--- src/rtl/rom_port_arbiter.sv ---
`default_nettype none
// ============================================================================
//  Module   : rom_port_arbiter
//  Purpose  : Round-robin sharing of the single-port rom_C and rom_read_and_D
//             lookup ROMs between parallel get-data lanes. One lane is granted
//             per cycle; responses return tagged with the lane id, in grant
//             order, ROM_LAT+2 cycles after the grant.
//  Revision : 1.0 - initial release
// ============================================================================
module rom_port_arbiter #(
   parameter int NUM_REQ = 4,
   parameter int ID_W    = 2,
   parameter int ROM_LAT = 1
) (
   input  logic                   clk,
   input  logic                   rst,
   input  logic                   en,
   input  logic [NUM_REQ-1:0]     req_valid,
   input  logic [NUM_REQ-1:0]     req_need_c,
   input  logic [NUM_REQ-1:0]     req_need_d,
   input  logic [2*NUM_REQ-1:0]   req_addr_c,
   input  logic [8*NUM_REQ-1:0]   req_addr_d,
   output logic [NUM_REQ-1:0]     req_ready,
   output logic                   ce_rom_C,
   output logic [1:0]             addr_rom_C,
   output logic                   ce_rom_read_and_D,
   output logic [7:0]             addr_rom_read_and_D,
   input  logic [7:0]             data,
   input  logic [7:0]             d_i,
   input  logic [1:0]             read_i,
   output logic                   rsp_valid,
   output logic [ID_W-1:0]        rsp_id,
   output logic [7:0]             rsp_C,
   output logic [7:0]             rsp_d_i,
   output logic [1:0]             rsp_read_i,
   output logic                   busy
);

   typedef enum logic [1:0] {
      ST_IDLE   = 2'd0,
      ST_ACTIVE = 2'd1,
      ST_DRAIN  = 2'd2
   } state_t;

   state_t                     state;
   logic [ID_W-1:0]            ptr;        // last granted lane
   logic                       found;
   logic [ID_W-1:0]            gidx;
   logic [ID_W-1:0]            cand;
   logic                       grant;
   logic                       sel_need_c;
   logic                       sel_need_d;
   logic [1:0]                 sel_addr_c;
   logic [7:0]                 sel_addr_d;
   logic                       in_flight;

   // Stage 0 is the issue stage (ROM address cycle); stage ROM_LAT lines up
   // with the ROM read data.
   logic [ROM_LAT:0]           tag_v;
   logic [ROM_LAT:0][ID_W-1:0] tag_id;
   logic [ROM_LAT:0]           tag_nc;
   logic [ROM_LAT:0]           tag_nd;

   // Round-robin search: first valid lane strictly after ptr, wrapping.
   always_comb begin
      found = 1'b0;
      gidx  = '0;
      cand  = '0;
      for (int i = 1; i <= NUM_REQ; i++) begin
         cand = ID_W'((int'(ptr) + i) % NUM_REQ);
         if (!found && req_valid[cand]) begin
            found = 1'b1;
            gidx  = cand;
         end
      end
   end

   // Grant is suppressed while enable is low or reset is held.
   assign grant      = en & found & ~rst;
   assign sel_need_c = req_need_c[gidx];
   assign sel_need_d = req_need_d[gidx];
   assign sel_addr_c = req_addr_c[{gidx, 1'b0} +: 2];
   assign sel_addr_d = req_addr_d[{gidx, 3'b000} +: 8];
   assign in_flight  = |tag_v;

   // One-hot ready for the winning lane.
   always_comb begin
      req_ready = '0;
      if (grant) begin
         req_ready[gidx] = 1'b1;
      end
   end

   // Issue register drives the ROMs; the tag pipeline tracks ROM latency.
   always_ff @(posedge clk or posedge rst) begin
      if (rst) begin
         ce_rom_C            <= 1'b0;
         addr_rom_C          <= 2'b00;
         ce_rom_read_and_D   <= 1'b0;
         addr_rom_read_and_D <= 8'h00;
         tag_v               <= '0;
         tag_id              <= '0;
         tag_nc              <= '0;
         tag_nd              <= '0;
      end else begin
         ce_rom_C            <= grant & sel_need_c;
         addr_rom_C          <= (grant & sel_need_c) ? sel_addr_c : 2'b00;
         ce_rom_read_and_D   <= grant & sel_need_d;
         addr_rom_read_and_D <= (grant & sel_need_d) ? sel_addr_d : 8'h00;
         tag_v[0]            <= grant;
         tag_id[0]           <= gidx;
         tag_nc[0]           <= grant & sel_need_c;
         tag_nd[0]           <= grant & sel_need_d;
         for (int k = 1; k <= ROM_LAT; k++) begin
            tag_v[k]  <= tag_v[k-1];
            tag_id[k] <= tag_id[k-1];
            tag_nc[k] <= tag_nc[k-1];
            tag_nd[k] <= tag_nd[k-1];
         end
      end
   end

   // Response capture; unrequested fields are zeroed, values hold when idle.
   always_ff @(posedge clk or posedge rst) begin
      if (rst) begin
         rsp_valid  <= 1'b0;
         rsp_id     <= '0;
         rsp_C      <= 8'h00;
         rsp_d_i    <= 8'h00;
         rsp_read_i <= 2'b00;
      end else begin
         rsp_valid <= tag_v[ROM_LAT];
         if (tag_v[ROM_LAT]) begin
            rsp_id     <= tag_id[ROM_LAT];
            rsp_C      <= tag_nc[ROM_LAT] ? data   : 8'h00;
            rsp_d_i    <= tag_nd[ROM_LAT] ? d_i    : 8'h00;
            rsp_read_i <= tag_nd[ROM_LAT] ? read_i : 2'b00;
         end
      end
   end

   // Control state and round-robin pointer.
   always_ff @(posedge clk or posedge rst) begin
      if (rst) begin
         state <= ST_IDLE;
         ptr   <= ID_W'(NUM_REQ - 1);
      end else begin
         if (grant) begin
            ptr <= gidx;
         end
         case (state)
            ST_IDLE: begin
               if (en && (|req_valid)) state <= ST_ACTIVE;
            end
            ST_ACTIVE: begin
               if (!en && in_flight)          state <= ST_DRAIN;
               else if (!in_flight && !grant) state <= ST_IDLE;
            end
            ST_DRAIN: begin
               if (en)              state <= ST_ACTIVE;
               else if (!in_flight) state <= ST_IDLE;
            end
            default: state <= ST_IDLE;
         endcase
      end
   end

   assign busy = (|req_ready) | in_flight | rsp_valid;

endmodule
`default_nettype wire
--- config.mk ---
export PLATFORM = sky130hd
export DESIGN_NAME = rom_port_arbiter
export DESIGN_NICKNAME = d
export VERILOG_FILES = /design/src/rtl/rom_port_arbiter.sv
export SDC_FILE = /design/constraint.sdc
export NUM_CORES = 1
export LEC_CHECK = 0
export ABC_AREA = 1
export BUFFER_PORTS_ARGS = -buffer_cell sky130_fd_sc_hd__buf_2
export CAP_MARGIN = 20
export CORE_MARGIN = 4
export CORE_UTILIZATION = 40
export CTS_CLUSTER_SIZE = 25
export DETAILED_ROUTE_END_ITERATION = 10
export PLACE_DENSITY = 0.73
export SLEW_MARGIN = 10
export SYNTH_ARGS = -nofsm -noshare
export SYNTH_HDL_FRONTEND = slang
export SYNTH_SLANG_ARGS = --single-unit
--- constraint.sdc ---
create_clock -name clk -period 2.1 [get_ports clk]
set_clock_uncertainty 0.15 [all_clocks]
set_input_delay 0 -clock clk [delete_from_list [all_inputs] [get_ports clk]]
set_output_delay 0 -clock clk [all_outputs]
set_load 0.05 [all_outputs]
Word level (Yosys, flattened, before mapping)
Cells that the tools add are included.
{"block": "totals", "register_bits": 45, "latch_bits": 0, "ram_bits": 0, "mem_bits_ro": 0, "inputBits": 73, "output_inout_bits": 38, "elab_cells": 71, "n_memories": 0}
{"block": "op_classes", "addsub": 4, "n_mul": 0, "n_div": 0, "n_lt_le_gt_ge": 6, "n_eq_ne": 0, "shifts": 2, "muxes": 28, "n_bitwise": 7, "reduce_logical": 9}
{"cell": "32-bit by 6-bit variable part select with 8-bit output", "n": 1}
{"cell": "8-bit 2-to-1 mux", "n": 3}
{"cell": "2-bit by 3-bit < comparator with 1-bit output, second input constant", "n": 5}
{"cell": "1-bit binary-select mux with 2-bit select", "n": 6}
{"cell": "2-bit 2-to-1 mux", "n": 6}
{"cell": "1-bit 2-to-1 mux", "n": 11}
{"cell": "8-bit by 4-bit variable part select with 2-bit output", "n": 1}
{"cell": "2-bit by 1-bit adder with 2-bit output, second input constant", "n": 2}
{"cell": "2-bit adder, second input constant", "n": 2}
{"cell": "1-bit bitwise AND", "n": 4}
{"cell": "1-bit logical AND", "n": 4}
{"cell": "4-bit 2-to-1 mux", "n": 1}
{"cell": "4-bit OR reduction", "n": 1}
{"cell": "1-bit zero test", "n": 3}
{"cell": "1-bit demux with 2-bit select", "n": 1}
{"cell": "2-bit by 1-bit greater-or-equal comparator with 1-bit output, second input constant", "n": 1}
{"cell": "1-bit bitwise OR", "n": 2}
{"cell": "2-bit OR reduction", "n": 1}
{"cell": "1-bit inverter", "n": 1}

Depth between registers and ports, before layout
{"block": "depth", "word_depth": 21, "depth_mapped": 16, "depth_no_buf": 15}

Worst setup path before layout
Ideal clock, no wire load.
{"block": "synth_path", "kind": "register to output", "from": "register ptr[0]", "to": "output port req_ready[1]", "arrival_time_ps": 2537, "required_time_ps": 1950, "setup_slack_ps": -587, "stages_incl_launch_ff": 11, "path_buffers": 2, "cell_sequence": "dfstp_2 > buf_4 > nand2_1 > nand3_1 > nand2_1 > nand2_1 > nand2_1 > nand2_2 > nand3_4 > buf_4 > nor3_1"}
{"block": "synth_via", "elab_chain_cells": 18, "elab_cells_between_ends": 34, "classes_between": "add/sub: 4; order compare: 2; mux: 19; bitwise: 2; reduce/logical: 7"}
{"element": "from (decl)", "line_no": "46", "source": "logic [ID_W-1:0] ptr;"}
{"element": "from (signal assigned)", "line_no": "146", "source": "ptr <= ID_W'(NUM_REQ - 1);"}
{"element": "from (signal assigned)", "line_no": "149", "source": "ptr <= gidx;"}
{"element": "2-bit by 1-bit adder with 2-bit output", "line_no": "70", "source": "cand = ID_W'((int'(ptr) + i) % NUM_REQ);"}
{"element": "1-bit binary-select mux with 2-bit select", "line_no": "71", "source": "if (!found && req_valid[cand]) begin"}
{"element": "1-bit 2-to-1 mux (not written as such)", "line_no": "71"}
{"element": "1-bit 2-to-1 mux", "line_no": "71"}
{"element": "1-bit zero test", "line_no": "71"}
{"element": "1-bit logical AND", "line_no": "71"}
{"element": "1-bit 2-to-1 mux", "line_no": "71"}
{"element": "1-bit zero test", "line_no": "71"}
{"element": "[... 2 more ...]"}
{"element": "1-bit zero test", "line_no": "71"}
{"element": "1-bit logical AND", "line_no": "71"}
{"element": "2-bit 2-to-1 mux", "line_no": "71"}
{"element": "2-bit by 3-bit < comparator with 1-bit output (not written as such) or 2-bit by 1-bit greater-or-equal comparator with 1-bit output (tied branches)", "line_no": "90", "source": "req_ready[gidx] = 1'b1;"}
{"element": "1-bit logical AND (not written as such)", "line_no": "90"}
{"element": "1-bit 2-to-1 mux (not written as such)", "line_no": "90"}
{"element": "1-bit demux with 2-bit select", "line_no": "90"}
{"element": "4-bit 2-to-1 mux (*)", "line_no": "89", "source": "if (grant) begin"}
{"element": "to (decl)", "line_no": "23", "source": "output logic [NUM_REQ-1:0] req_ready,"}
Mark *: on every way between the ends. The rest lies on a longest branch, timed or not. The select of a mux whose other input is x is not followed.

Final worst setup path
{"block": "layout_path", "from": "register ptr[0]", "to": "output port req_ready[3]"}
Same word-level chain as after synthesis.

==> run metrics <==
status complete, but fails checks; failing checks setup timing; Yosys top cell by area dfrtp_1; Die H about 84 microns; Yosys cell types 20; GRT Resource Usage Total around a quarter; WP data arrival approximately 2400 ps; DRC 0; DR vias ~3,000; htree depth 2; fraction of layout cells with a size suffix above 1 between 40% and 50%; # Max-Cap Violations 0; net count after synthesis 390; Synth Area per Inst 7.30 sq um; Clk Latency, worst-skew pair 290 ps; Final Non-Filler Cells a little under 600; ranking of synthesized cells by area dfrtp_1 (44%), nand2_1 (24%), nand3_1 (7.8%); 1st-iter DRT viols 139; most common cell in the netlist nand2_1; static leakage roughly 2.4 nW; GRT overflow 0; fmax approximately 400 MHz; pwr dens 1900 mW/mm^2; Clock Tree Root clkbuf_8; RePlAce Congestion between 0.8 and 0.9; Critical Path RT approximately 2000 ps; DR WL/cell 15.3 microns; Final Max Slew Viols 0; total CTS buffers 5; crit path max fanout 4; chip width roughly 84 microns; overall power about 0.008 W; Final Util about three quarters; DRT Pass-1 Iters 5; count of flip-flops with a built-in enable after synthesis 0; Synth Instances between 300 and 400; post-route ant nets 0; post-synthesis sequential area ratio 46.6%; post-route minimum period 2530 ps; Worst-path clk slew 90 ps; Mapped Area about 0.0023 sq mm; row cnt 27; min-delay worst type in2reg; FF+latch count, synth 43; Num Clock Sinks 43; diode count 0; Vias/cell ~5.1; Inst Count DP roughly 510; largest net degree at the start of global routing 44; CP Class reg2out; vias in the first global route roughly 3,100; Slew headroom between 60 and 70%; CTS tree built; wirelength, routed between 9 and 10 mm; Setup crit end kind output port; RSZ-0062 raised after global routing true; setup ws final -425 ps; top cells by count, synth nand2_1 (151), dfrtp_1 (41), nand3_1 (36), nor2_1 (18), inv_1 (17); top cell type's share of synthesized area 44.3%; Starting Density around two fifths; warnings from Yosys 0; top_reg_cell synth dfrtp_1; fin nets just under 600; die area between 0.007 and 0.008 sq mm; port bufs 110; final hold violation count 0; FFs w/ async S/R, synth 100%; Max IR drop VDD 1.44 mV; boundary pin count approximately 110; area grow syn2layout 84.4%; TNS Setup -4660 ps; initial antenna violation count 0; core area around 0.0056 sq mm; Worst setup SP type flop; Max clock buf depth 2; Final period util 120%; HPWL after DPL roughly 5 mm; # setup viols final 18; first-pass GRT wire length between 10 and 15 mm; Worst Tran Pin Value approximately 560 ps
final timing paths:
check / start / end / slack (ps) / cells after the start
worst max-delay path: ptr[0] / req_ready[3] / -430 / 14
worst min-delay path: req_need_c[0] / tag_nc[0] / 2 / 7
worst max register to register: ptr[0] / addr_rom_read_and_D[3] / -280 / 15
worst min register to register: tag_id[0] / tag_id[2] / 200 / 0
max in group asynchronous: rst / rsp_d_i[7] / 1070 / 4
min in group asynchronous: rst / tag_id[0] / 330 / 4
routing by layer:
metal  up-vias  part of all wire [%]  GRT usage (%)
met5         -                     0              0
met4         0                   4.4           12.6
met3        42                   6.6           6.12
met2       166                    49           42.4
met1      1381                    40           26.2
li1       1405                     -              -
report_power, final:
group	total (W)	switching (W)	leakage [nW]	internal, W
combinational	0.00630	0.00377	1.79	0.00253
sequential	0.00130	0.000170	0.573	0.00113
clock	0.000511	0.000279	0.0412	0.000233
area by class of cell:
type | count | area (sq um)
Multi-Input combinational cell | 240 | 1300
Inverter | 20 | 83.8
Fill cell | 348 | 1310
Sequential cell | 43 | 1080
Timing Repair Buffer | 209 | 1630
Clock buffer | 6 | 72.6
Clock inverter | 2 | 12.5
Tap cell | 72 | 90.1
critical path, stage by stage (launching register included):
cell and delay, ps:
dfstp_2 610, buf_6 130, nand2_2 60, nand3_1 120
nand2_2 110, o21ai_2 180, nand2_2 100, nand2_2 90
nand2_2 60, inv_2 60, buf_6 120, buf_12 110
nand2_8 50, nor2_4 110, buf_6 160
cell usage in the layout (no fill, tap or decap), drive strengths merged:
master,count
nand2,158
buf,151
dlygate4sd3,57
dfrtp,41
nand3,39
nor2,22
inv,19
nand4,15
clkbuf,7
o21ai,3
nor3,3
clkinvlp,2
dfstp,2
clkinv,1
sequential cells by signal, summed over array words and instances (netlist names), 2 cells and up:
name,flops
ptr,2
tag_nd,2
addr_rom_C,2
tag_id,4
tag_v,2
addr_rom_read_and_D,8
rsp_d_i,8
rsp_C,8
rsp_id,2
tag_nc,2
rsp_read_i,2
metrics by stage:
stage               setup WS [ps]  hold WS (ps)  cell area (sq um)
floorplan                    -123          -149               2340
global placement            -53.5          62.7               3090
detailed placement           -134          63.6               3090
CTS                          -210          2.87               4020
global route                 -487          27.3               4270
finish                       -425          2.41               4270
kinds of logic (layout without fill, tap and decap cells):
| logic type | Yosys count | in the layout | synth area share [%] |
|---|---|---|---|
| DFF | 43 | 43 | 46.6 |
| AOI/OAI and AO/OA | 3 | 3 | 0.648 |
| and+or+nand+nor | 236 | 237 | 45.4 |
| buffers and inverters | 35 | 237 | 7.35 |
repair_timing:
| item | in CTS | in global routing |
|---|---|---|
| endpoints found under the hold margin | 71 | 0 |
| hold buffers | 57 | 0 |
| buffers inserted | 15 | 5 |
| gates resized for setup | 49 | 52 |
| gates cloned | 0 | 3 |
| pin swaps | 14 | 30 |
| setup endpoints to repair | 18 | 19 |
Note: power is estimated with default switching activity, not from simulation.
